==> src/rtl/m_axi_seq_pkg.sv <==
// Shared types and defaults for the AXI traffic test sequencer.
package m_axi_seq_pkg;

  localparam int DEF_PASS_WIDTH = 16;
  localparam int DEF_TO_WIDTH   = 24;
  localparam int DEF_GAP_CYCLES = 4;

  typedef enum logic [2:0] {
    S_IDLE = 3'd0,
    S_REQ  = 3'd1,
    S_WAIT = 3'd2,
    S_GAP  = 3'd3,
    S_DONE = 3'd4
  } state_e;

  function automatic int max_int(input int a, input int b);
    return (a > b) ? a : b;
  endfunction

endpackage

==> src/rtl/m_axi_seq_timer.sv <==
// Loadable down-counter with an expire flag; reused by the pass watchdog and the inter-pass gap.
module m_axi_seq_timer #(
  parameter int WIDTH = 24
) (
  input  logic             clk,
  input  logic             xrst,
  input  logic             load,
  input  logic [WIDTH-1:0] load_val,
  input  logic             dec,
  output logic             expired
);

  logic [WIDTH-1:0] cnt_q, cnt_d;

  always_comb begin
    cnt_d = cnt_q;
    if (load) begin
      cnt_d = load_val;
    end else if (dec && (cnt_q != '0)) begin
      cnt_d = cnt_q - 1'b1;
    end
  end

  always_ff @(posedge clk or negedge xrst) begin
    if (!xrst) begin
      cnt_q <= '0;
    end else begin
      cnt_q <= cnt_d;
    end
  end

  assign expired = (cnt_q == '0);

endmodule

==> src/rtl/m_axi_seq.sv <==
// Runs a programmed number of traffic-generator passes back to back and reports aggregate status.
//
//   state  | meaning
//   S_IDLE | wait for start
//   S_REQ  | req pulse, arm watchdog
//   S_WAIT | wait for ack or watchdog expiry
//   S_GAP  | fixed idle gap before next pass
//   S_DONE | one-cycle wrap-up, done set on exit
module m_axi_seq
  import m_axi_seq_pkg::*;
#(
  parameter int PASS_WIDTH = DEF_PASS_WIDTH,
  parameter int TO_WIDTH   = DEF_TO_WIDTH,
  parameter int GAP_CYCLES = DEF_GAP_CYCLES
) (
  input  logic                  clk,
  input  logic                  xrst,
  input  logic                  start,
  input  logic                  abort,
  input  logic [PASS_WIDTH-1:0] num_pass,
  input  logic [TO_WIDTH-1:0]   timeout,
  output logic                  req,
  input  logic                  ack,
  input  logic                  err,
  output logic                  busy,
  output logic                  done,
  output logic [PASS_WIDTH-1:0] pass_cnt,
  output logic [PASS_WIDTH-1:0] err_cnt,
  output logic [PASS_WIDTH-1:0] first_fail,
  output logic                  to_flag,
  output logic                  abort_flag
);

  localparam int TW = max_int(TO_WIDTH, 8);

  state_e                state_q, state_d;
  logic [PASS_WIDTH-1:0] num_pass_q, num_pass_d;
  logic [TO_WIDTH-1:0]   timeout_q, timeout_d;
  logic [PASS_WIDTH-1:0] pass_cnt_q, pass_cnt_d;
  logic [PASS_WIDTH-1:0] err_cnt_q, err_cnt_d;
  logic [PASS_WIDTH-1:0] first_fail_q, first_fail_d;
  logic                  to_flag_q, to_flag_d;
  logic                  abort_flag_q, abort_flag_d;
  logic                  done_q, done_d;
  logic                  req_q, req_d;
  logic                  busy_q, busy_d;

  logic                  tmr_load, tmr_dec, tmr_expired;
  logic [TW-1:0]         tmr_load_val;

  m_axi_seq_timer #(.WIDTH(TW)) u_timer (
    .clk      (clk),
    .xrst     (xrst),
    .load     (tmr_load),
    .load_val (tmr_load_val),
    .dec      (tmr_dec),
    .expired  (tmr_expired)
  );

  always_comb begin
    state_d      = state_q;
    num_pass_d   = num_pass_q;
    timeout_d    = timeout_q;
    pass_cnt_d   = pass_cnt_q;
    err_cnt_d    = err_cnt_q;
    first_fail_d = first_fail_q;
    to_flag_d    = to_flag_q;
    abort_flag_d = abort_flag_q;
    done_d       = done_q;
    tmr_load     = 1'b0;
    tmr_dec      = 1'b0;
    tmr_load_val = TW'(GAP_CYCLES - 1);

    case (state_q)
      S_IDLE: begin
        if (start) begin
          num_pass_d   = num_pass;
          timeout_d    = timeout;
          pass_cnt_d   = '0;
          err_cnt_d    = '0;
          first_fail_d = '1;
          to_flag_d    = 1'b0;
          abort_flag_d = 1'b0;
          done_d       = 1'b0;
          state_d      = (num_pass == '0) ? S_DONE : S_REQ;
        end
      end
      S_REQ: begin
        if (abort) begin
          abort_flag_d = 1'b1;
          state_d      = S_DONE;
        end else begin
          // Timer counts down to zero on the timeout-th waiting cycle.
          tmr_load     = 1'b1;
          tmr_load_val = TW'(timeout_q - 1'b1);
          state_d      = S_WAIT;
        end
      end
      S_WAIT: begin
        if (abort) begin
          abort_flag_d = 1'b1;
          state_d      = S_DONE;
        end else if (ack) begin
          pass_cnt_d = pass_cnt_q + 1'b1;
          if (err) begin
            if (err_cnt_q != '1) err_cnt_d = err_cnt_q + 1'b1;
            if (first_fail_q == '1) first_fail_d = pass_cnt_q;
          end
          if (pass_cnt_d == num_pass_q) begin
            state_d = S_DONE;
          end else begin
            tmr_load = 1'b1;
            state_d  = S_GAP;
          end
        end else if ((timeout_q != '0) && tmr_expired) begin
          to_flag_d = 1'b1;
          state_d   = S_DONE;
        end else begin
          tmr_dec = 1'b1;
        end
      end
      S_GAP: begin
        if (abort) begin
          abort_flag_d = 1'b1;
          state_d      = S_DONE;
        end else if (tmr_expired) begin
          state_d = S_REQ;
        end else begin
          tmr_dec = 1'b1;
        end
      end
      S_DONE: begin
        done_d  = 1'b1;
        state_d = S_IDLE;
      end
      default: state_d = S_IDLE;
    endcase

    req_d  = (state_d == S_REQ);
    busy_d = (state_d != S_IDLE);
  end

  always_ff @(posedge clk or negedge xrst) begin
    if (!xrst) begin
      state_q      <= S_IDLE;
      num_pass_q   <= '0;
      timeout_q    <= '0;
      pass_cnt_q   <= '0;
      err_cnt_q    <= '0;
      first_fail_q <= '1;
      to_flag_q    <= 1'b0;
      abort_flag_q <= 1'b0;
      done_q       <= 1'b0;
      req_q        <= 1'b0;
      busy_q       <= 1'b0;
    end else begin
      state_q      <= state_d;
      num_pass_q   <= num_pass_d;
      timeout_q    <= timeout_d;
      pass_cnt_q   <= pass_cnt_d;
      err_cnt_q    <= err_cnt_d;
      first_fail_q <= first_fail_d;
      to_flag_q    <= to_flag_d;
      abort_flag_q <= abort_flag_d;
      done_q       <= done_d;
      req_q        <= req_d;
      busy_q       <= busy_d;
    end
  end

  assign req        = req_q;
  assign busy       = busy_q;
  assign done       = done_q;
  assign pass_cnt   = pass_cnt_q;
  assign err_cnt    = err_cnt_q;
  assign first_fail = first_fail_q;
  assign to_flag    = to_flag_q;
  assign abort_flag = abort_flag_q;

endmodule

==> config.mk <==
export PLATFORM = sky130hd
export DESIGN_NAME = m_axi_seq
export DESIGN_NICKNAME = d
export VERILOG_FILES = /design/src/rtl/m_axi_seq_pkg.sv /design/src/rtl/m_axi_seq_timer.sv /design/src/rtl/m_axi_seq.sv
export SDC_FILE = /design/constraint.sdc
export NUM_CORES = 1
export LEC_CHECK = 0
export ABC_AREA = 1
export CAP_MARGIN = 10
export CORE_MARGIN = 2
export CORE_UTILIZATION = 35
export DETAILED_ROUTE_END_ITERATION = 7
export MAX_ROUTING_LAYER = met4
export PLACE_DENSITY_LB_ADDON = 0.05
export REMOVE_ABC_BUFFERS = 1
export SKIP_LAST_GASP = 1
export SLEW_MARGIN = 20
export SYNTH_ARGS = -nofsm -noshare
export SYNTH_HDL_FRONTEND = slang
export SYNTH_SLANG_ARGS = --single-unit
==> constraint.sdc <==
create_clock -name clk -period 5.8 [get_ports clk]
set_clock_uncertainty 0.15 [all_clocks]
set_input_delay 0.87 -clock clk [delete_from_list [all_inputs] [get_ports clk]]
set_output_delay 0.87 -clock clk [all_outputs]
set_load 0.01 [all_outputs]
### After elaboration in Yosys (flattened, before gate mapping)

Index checks and enable logic that the tools add are counted.

| cells by class | value |
|---|---|
| equality and inequality tests | 17 |
| reduce and logical (&&, ||, !) cells | 20 |
| $add $sub $neg | 4 |
| mux-type cells | 48 |

Operators by type and width:

| cell | number |
|---|---|
| $mux W16 | 12 |
| $mux W24 | 4 |
| $pmux W16 S2 | 3 |
| $reduce_bool A24 Y1 | 2 |
| $sub A24 B1 Y24 const B | 2 |
| $add A16 B1 Y16 const B | 2 |
| $mux W3 | 9 |
| $logic_not A24 Y1 | 1 |
| $eq A16 B16 Y1 | 1 |
| $eq A16 B16 Y1 const B | 1 |
| $logic_not A16 Y1 | 1 |
| $ne A16 B16 Y1 const B | 1 |
| $ne A2 B2 Y1 const B | 8 |
| $mux W1 | 14 |
| $pmux W3 S4 | 1 |
| $reduce_and A6 Y1 | 2 |
| $pmux W1 S2 | 5 |
| $reduce_bool A2 Y1 | 4 |
| $eq A3 B1 Y1 const B | 2 |
| $eq A3 B2 Y1 const B | 2 |
| $reduce_and A5 Y1 | 1 |
| $reduce_and A2 Y1 | 2 |
| $reduce_and A4 Y1 | 1 |
| $eq A3 B3 Y1 const B | 1 |
| other kinds (6) | 7 |

| storage, ports and cells | value |
|---|---|
| output and inout port bits | 53 |
| logic and storage cells | 101 |
| flip-flop bits (word level) | 120 |
| input bits | 46 |

### Longest topological paths before layout

| logic depth | value |
|---|---|
| depth in word-level cells | 9 |
| depth in mapped cells | 17 |
| mapped depth without buffers | 16 |

### Cells and area by module

From an unflattened synthesis, not the netlist that was laid out.

| unflattened totals | value |
|---|---|
| cell total of the unflattened synthesis | 1010 |
| area total of the unflattened synthesis | 7253.2 µm² |

Modules (own cells, without submodules):

| module | cells an instance | times used | sequential area each (µm²) | area an instance (µm²) |
|---|---|---|---|---|
| m_axi_seq | 719 | 1 | 2422.3 | 5375.2 |
| m_axi_seq_timer | 291 | 1 | 600.6 | 1878.1 |

### Worst setup path after synthesis

OpenSTA, ideal clock, no wires.

| path | value |
|---|---|
| kind | reg-to-reg |
| from | register pass_cnt_q[0] (netlist: pass_cnt[0]) |
| to | register u_timer.cnt_q[10] |
| clock period less this slack | 2354 ps |
| library setup time | 117 ps |
| data arrival time | 2088 ps |
| cell stages (with the launch flop) | 16 |
| buffers on the path | 1 |
| setup slack | 3446 ps |
| data required time | 5533 ps |
| path through | dfrtp_1 -> ha_1 -> or2_2 -> nand2_1 -> nand2_1 -> nand2_1 -> nand2_1 -> nor2_1 -> nand3b_1 -> nor2_1 -> nand3_2 -> nand3_4 -> nand3_4 -> buf_2 -> nand2_1 -> nand2_1 |

| between the ends | value |
|---|---|
| cells in the longest elaborated chain, start to end | 7 |

Ends and longest elaborated chain:

| item | line | RTL |
|---|---|---|
| from (decl) | m_axi_seq.sv:39 | `logic [PASS_WIDTH-1:0] pass_cnt_q, pass_cnt_d;` |
| from (signal assigned) | m_axi_seq.sv:160 | `pass_cnt_q <= pass_cnt_d;` |
| $add A16 B1 Y16 (*) | m_axi_seq.sv:104 | `pass_cnt_d = pass_cnt_q + 1'b1;` |
| $eq A16 B16 Y1 (*) | m_axi_seq.sv:109 | `if (pass_cnt_d == num_pass_q) begin` |
| $mux W1 (*) | m_axi_seq.sv:109 |  |
| $mux W1 (*) | m_axi_seq.sv:103 | `end else if (ack) begin` |
| $mux W1 (*) | m_axi_seq.sv:100 | `if (abort) begin` |
| $pmux W1 S2 (*) | m_axi_seq.sv:74 | `case (state_q)` |
| $mux W24 or $reduce_bool A2 Y1 (tied branches) | - |  |
| to (signal assigned) | m_axi_seq_timer.sv:28 | `cnt_q <= cnt_d;` |
| to (decl) | m_axi_seq_timer.sv:13 | `logic [WIDTH-1:0] cnt_q, cnt_d;` |

Mark *: on every way between the ends. The rest lies on a longest branch, timed or not.
A chain may end at the register's enable or synchronous reset.

### Final worst setup path

| path | value |
|---|---|
| from | register timeout_q[0] |
| to | register u_timer.cnt_q[17] |

| between the ends | value |
|---|---|
| cells in the longest elaborated chain, start to end | 8 |

Ends and longest elaborated chain:

| item | line | RTL |
|---|---|---|
| from (decl) | m_axi_seq.sv:38 | `logic [TO_WIDTH-1:0] timeout_q, timeout_d;` |
| from (signal assigned) | m_axi_seq.sv:159 | `timeout_q <= timeout_d;` |
| parallel branches: the longest is 8 deep, another holds $sub A24 B1 Y24 | - |  |

Several ways; the timed one is not identified.

==> flow_summary.toml <==
[run_status]
run_status = "finished clean"

[layout]
finish.utilization_pct = 45.1
design.final.nets = 1105
final.fill_count = 1997
antenna_cells = 0
layout_common_cells = "302 x sky130_fd_sc_hd__nand2_1, 110 x sky130_fd_sc_hd__inv_1, 104 x sky130_fd_sc_hd__dfrtp_1, 97 x sky130_fd_sc_hd__clkdlybuf4s50_1, 90 x sky130_fd_sc_hd__nand3_1"
area_delta_synth_final_pct = 26.5
multiInputGateArea_mm2 = 0.00335
ratio_of_cells_with_drive_above_1_in_the_final_layout_pct = 7.58
commonest_non_fill_non_tap_cell_in_the_layout = "sky130_fd_sc_hd__nand2_1"
final-seq-area_mm2 = 0.00302

[synthesis]
postSynth.asyncResetShare_pct = 100
syn-cell-area_mm2 = 0.00694
netlist.top_cell.by_area = "sky130_fd_sc_hd__dfrtp_1"
synth_top_cell_area_share_pct = 37.5
sequential_to_total_area_share_from_yosys_stat_pct = 43.6
synthDistinctLibCells = 44
flop_and_latch_count_out_of_synthesis = 120
post_synth_main_area_contributors = "sky130_fd_sc_hd__dfrtp_1 38%, sky130_fd_sc_hd__nand2_1 16%, sky130_fd_sc_hd__nand3_1 6.5%"
yosysWarnings = 0
synth_enable_flop_cells = 0
synth_cells = 960
synth_flop_type = "sky130_fd_sc_hd__dfrtp_1"
syn_area_per_cell_um2 = 7.23

[placement]
dp_hpwl_um = 14200
io_buffers = 98
routabilityCongestion = 0.821

[timing]
setup_viol = 0
max_freq_mhz = 301
worstMarginPinSlew_ps = 929
setup_tns_after_final_layout_ps = 0
grt_setup_unrepaired = "false"
finalCritPeriodShare_pct = 57.3
final-max-slew-violation-count = 0
post-route-min-period_ps = 3320
hold_viol_final = 0
timing.hold.ws_ps = 332
timing.max_slew.rel_slack_pct = 38.1

[clock_tree]
cts_buffers = 17
cts-htree-levels = 4
post_cts_buffers = 0
cts.root.buffer_cell = "sky130_fd_sc_hd__clkbuf_16"
ctsHoldBuffers = 0
tritoncts = "done"
cts.sink_count = 120
postCtsResizedCells = 0
cts_buffer_depth = 2
path_clk_slew_ps = 60
clkLatencyLatePin_ps = 420

[grt]
grt_max_degree = 84
global_route.usage.total_pct = 20.5
first_global_vias = 6116
wire_length_of_the_first_global_routing_pass_um = 32100
grt_antenna_before_repair = 0
grt-ovfl-total = 0

[run]
max_cap_viol_count = 0

[setup_path]
start_kind = "flop"
worstPathArrival_ps = 3470
cp_data_required_time_ps = 5950
critPathMaxFanout = 25
worst-setup-path-type = "reg2reg"
worst_setup_path_end_kind = "flop"

[min_path]
min-delay-path-class = "reg2reg"

[pwr]
power.ir.vdd_worst_uv = 191
leakage_power_nw = 4.03
power.density_cell_area_mw_per_mm2 = 482

[routing]
number_of_design_rule_violations_left_after_detail_routing = 0
detail-route-antenna-nets = 0
drt_iter0_drc = 358
post_drt_wl_per_cell_um = 14.9
drt-pass1-iter-count = 5
viasPerCell = 4.79
routed_wl_um = 19900
via_total_after_detailed_routing = 6386

[die]
num_io_pins = 99
die_width_um = 145
placement_rows = 51
die_h_um = 145
fp.coreArea_mm2 = 0.0195
initial_standard_cell_utilization_of_the_core_pct = 35.6
die_area_mm2 = 0.0210
Yosys cell counts, types with 3 or more instances:
cell type	n
sky130_fd_sc_hd__buf_2	5
sky130_fd_sc_hd__nand2_1	302
sky130_fd_sc_hd__or2_2	3
sky130_fd_sc_hd__nand3_2	4
sky130_fd_sc_hd__o22ai_1	8
sky130_fd_sc_hd__clkbuf_1	16
sky130_fd_sc_hd__nor3_1	13
sky130_fd_sc_hd__xor2_1	21
sky130_fd_sc_hd__inv_2	3
sky130_fd_sc_hd__nor2_2	6
sky130_fd_sc_hd__dfrtp_1	104
sky130_fd_sc_hd__nor4_1	8
sky130_fd_sc_hd__inv_1	111
sky130_fd_sc_hd__ha_1	4
sky130_fd_sc_hd__a21oi_1	17
sky130_fd_sc_hd__nor2_1	86
sky130_fd_sc_hd__nand3_1	90
sky130_fd_sc_hd__xnor2_1	5
sky130_fd_sc_hd__a31oi_1	16
sky130_fd_sc_hd__o21ai_0	74
sky130_fd_sc_hd__nor2_4	6
sky130_fd_sc_hd__dfstp_2	16
sky130_fd_sc_hd__o21a_1	3
sky130_fd_sc_hd__nand4_1	15
sequential cells by signal, indices dropped and copies added, names as in the netlist:
register,count
busy,1
abort_flag,1
to_flag,1
err_cnt,16
num_pass_q,16
first_fail,16
done,1
req,1
u_timer.cnt_q,24
pass_cnt,16
timeout_q,24
state_q,3
metal layers:
metal | up-vias | routed length, um | GRT usage (%)
met4 | 0 | 180 | 5.52
met5 | - | 0 | -
met1 | 2941 | 10300 | 28.9
met2 | 128 | 8480 | 29.8
met3 | 15 | 878 | 4.24
li1 | 3302 | - | -
worst paths after layout:
kind | slack (ps) | cells past startpoint | endpoint | start
worst min-delay path | 330 | 2 | u_timer.cnt_q[20] | u_timer.cnt_q[20]
worst max-delay path | 2480 | 15 | u_timer.cnt_q[17] | timeout_q[0]
min in group asynchronous | 400 | 1 | pass_cnt[9] | xrst
worst min register to register | 330 | 2 | u_timer.cnt_q[20] | u_timer.cnt_q[20]
worst max register to register | 2480 | 15 | u_timer.cnt_q[17] | timeout_q[0]
max in group asynchronous | 3830 | 2 | timeout_q[7] | xrst
report_power, final:
part           switching, mW  internal, mW  total, mW
sequential             0.247          1.16       1.41
clock                  0.401         0.740       1.14
combinational           1.05         0.630       1.68
cell type report:
type | instances | area share, %
clock buffer | 20 | 5.20
sequential | 120 | 34.4
inverter | 116 | 4.99
tap | 265 | 3.78
multi-input combinational | 699 | 38.2
timing repair buffer | 101 | 11.4
clock inverter | 12 | 1.98
critical path, stage by stage (launching register included):
cell                      delay (ps)
sky130_fd_sc_hd__dfrtp_1         400
sky130_fd_sc_hd__inv_1           200
sky130_fd_sc_hd__ha_1            230
sky130_fd_sc_hd__inv_1            70
sky130_fd_sc_hd__nor2_1          190
sky130_fd_sc_hd__inv_1            70
sky130_fd_sc_hd__nor2_1          450
sky130_fd_sc_hd__nand3_1         220
sky130_fd_sc_hd__nand2_1         130
sky130_fd_sc_hd__nand3_1          90
sky130_fd_sc_hd__o21ai_1         180
sky130_fd_sc_hd__nand2_1         110
sky130_fd_sc_hd__nand3_4         310
sky130_fd_sc_hd__inv_4           210
sky130_fd_sc_hd__nand2_1         100
sky130_fd_sc_hd__nand2_1          60
cells by family after synthesis:
kind of cell    Yosys count  share of synthesized area [%]
simple gates            540                           34.0
buf+inv                 141                           8.08
compound gates          129                           10.3
flops                   120                           43.6
xor+xnor                 26                           3.28
fa+ha+maj                 4                          0.722
metrics by stage:
step | cell area, um^2 | setup slack, ps | power [mW] | cells
CTS | 8780 | 2460 | 4.28 | 1333
finish | 8780 | 2480 | 4.23 | 1333
global route | 8780 | 2120 | 4.59 | 1333
detailed placement | 8150 | 2310 | 3.11 | 1301
floorplan | 6810 | 2350 | 2.52 | 935
global placement | 8150 | 2380 | 3.11 | 1301
Note: power is estimated with default switching activity, not from simulation.
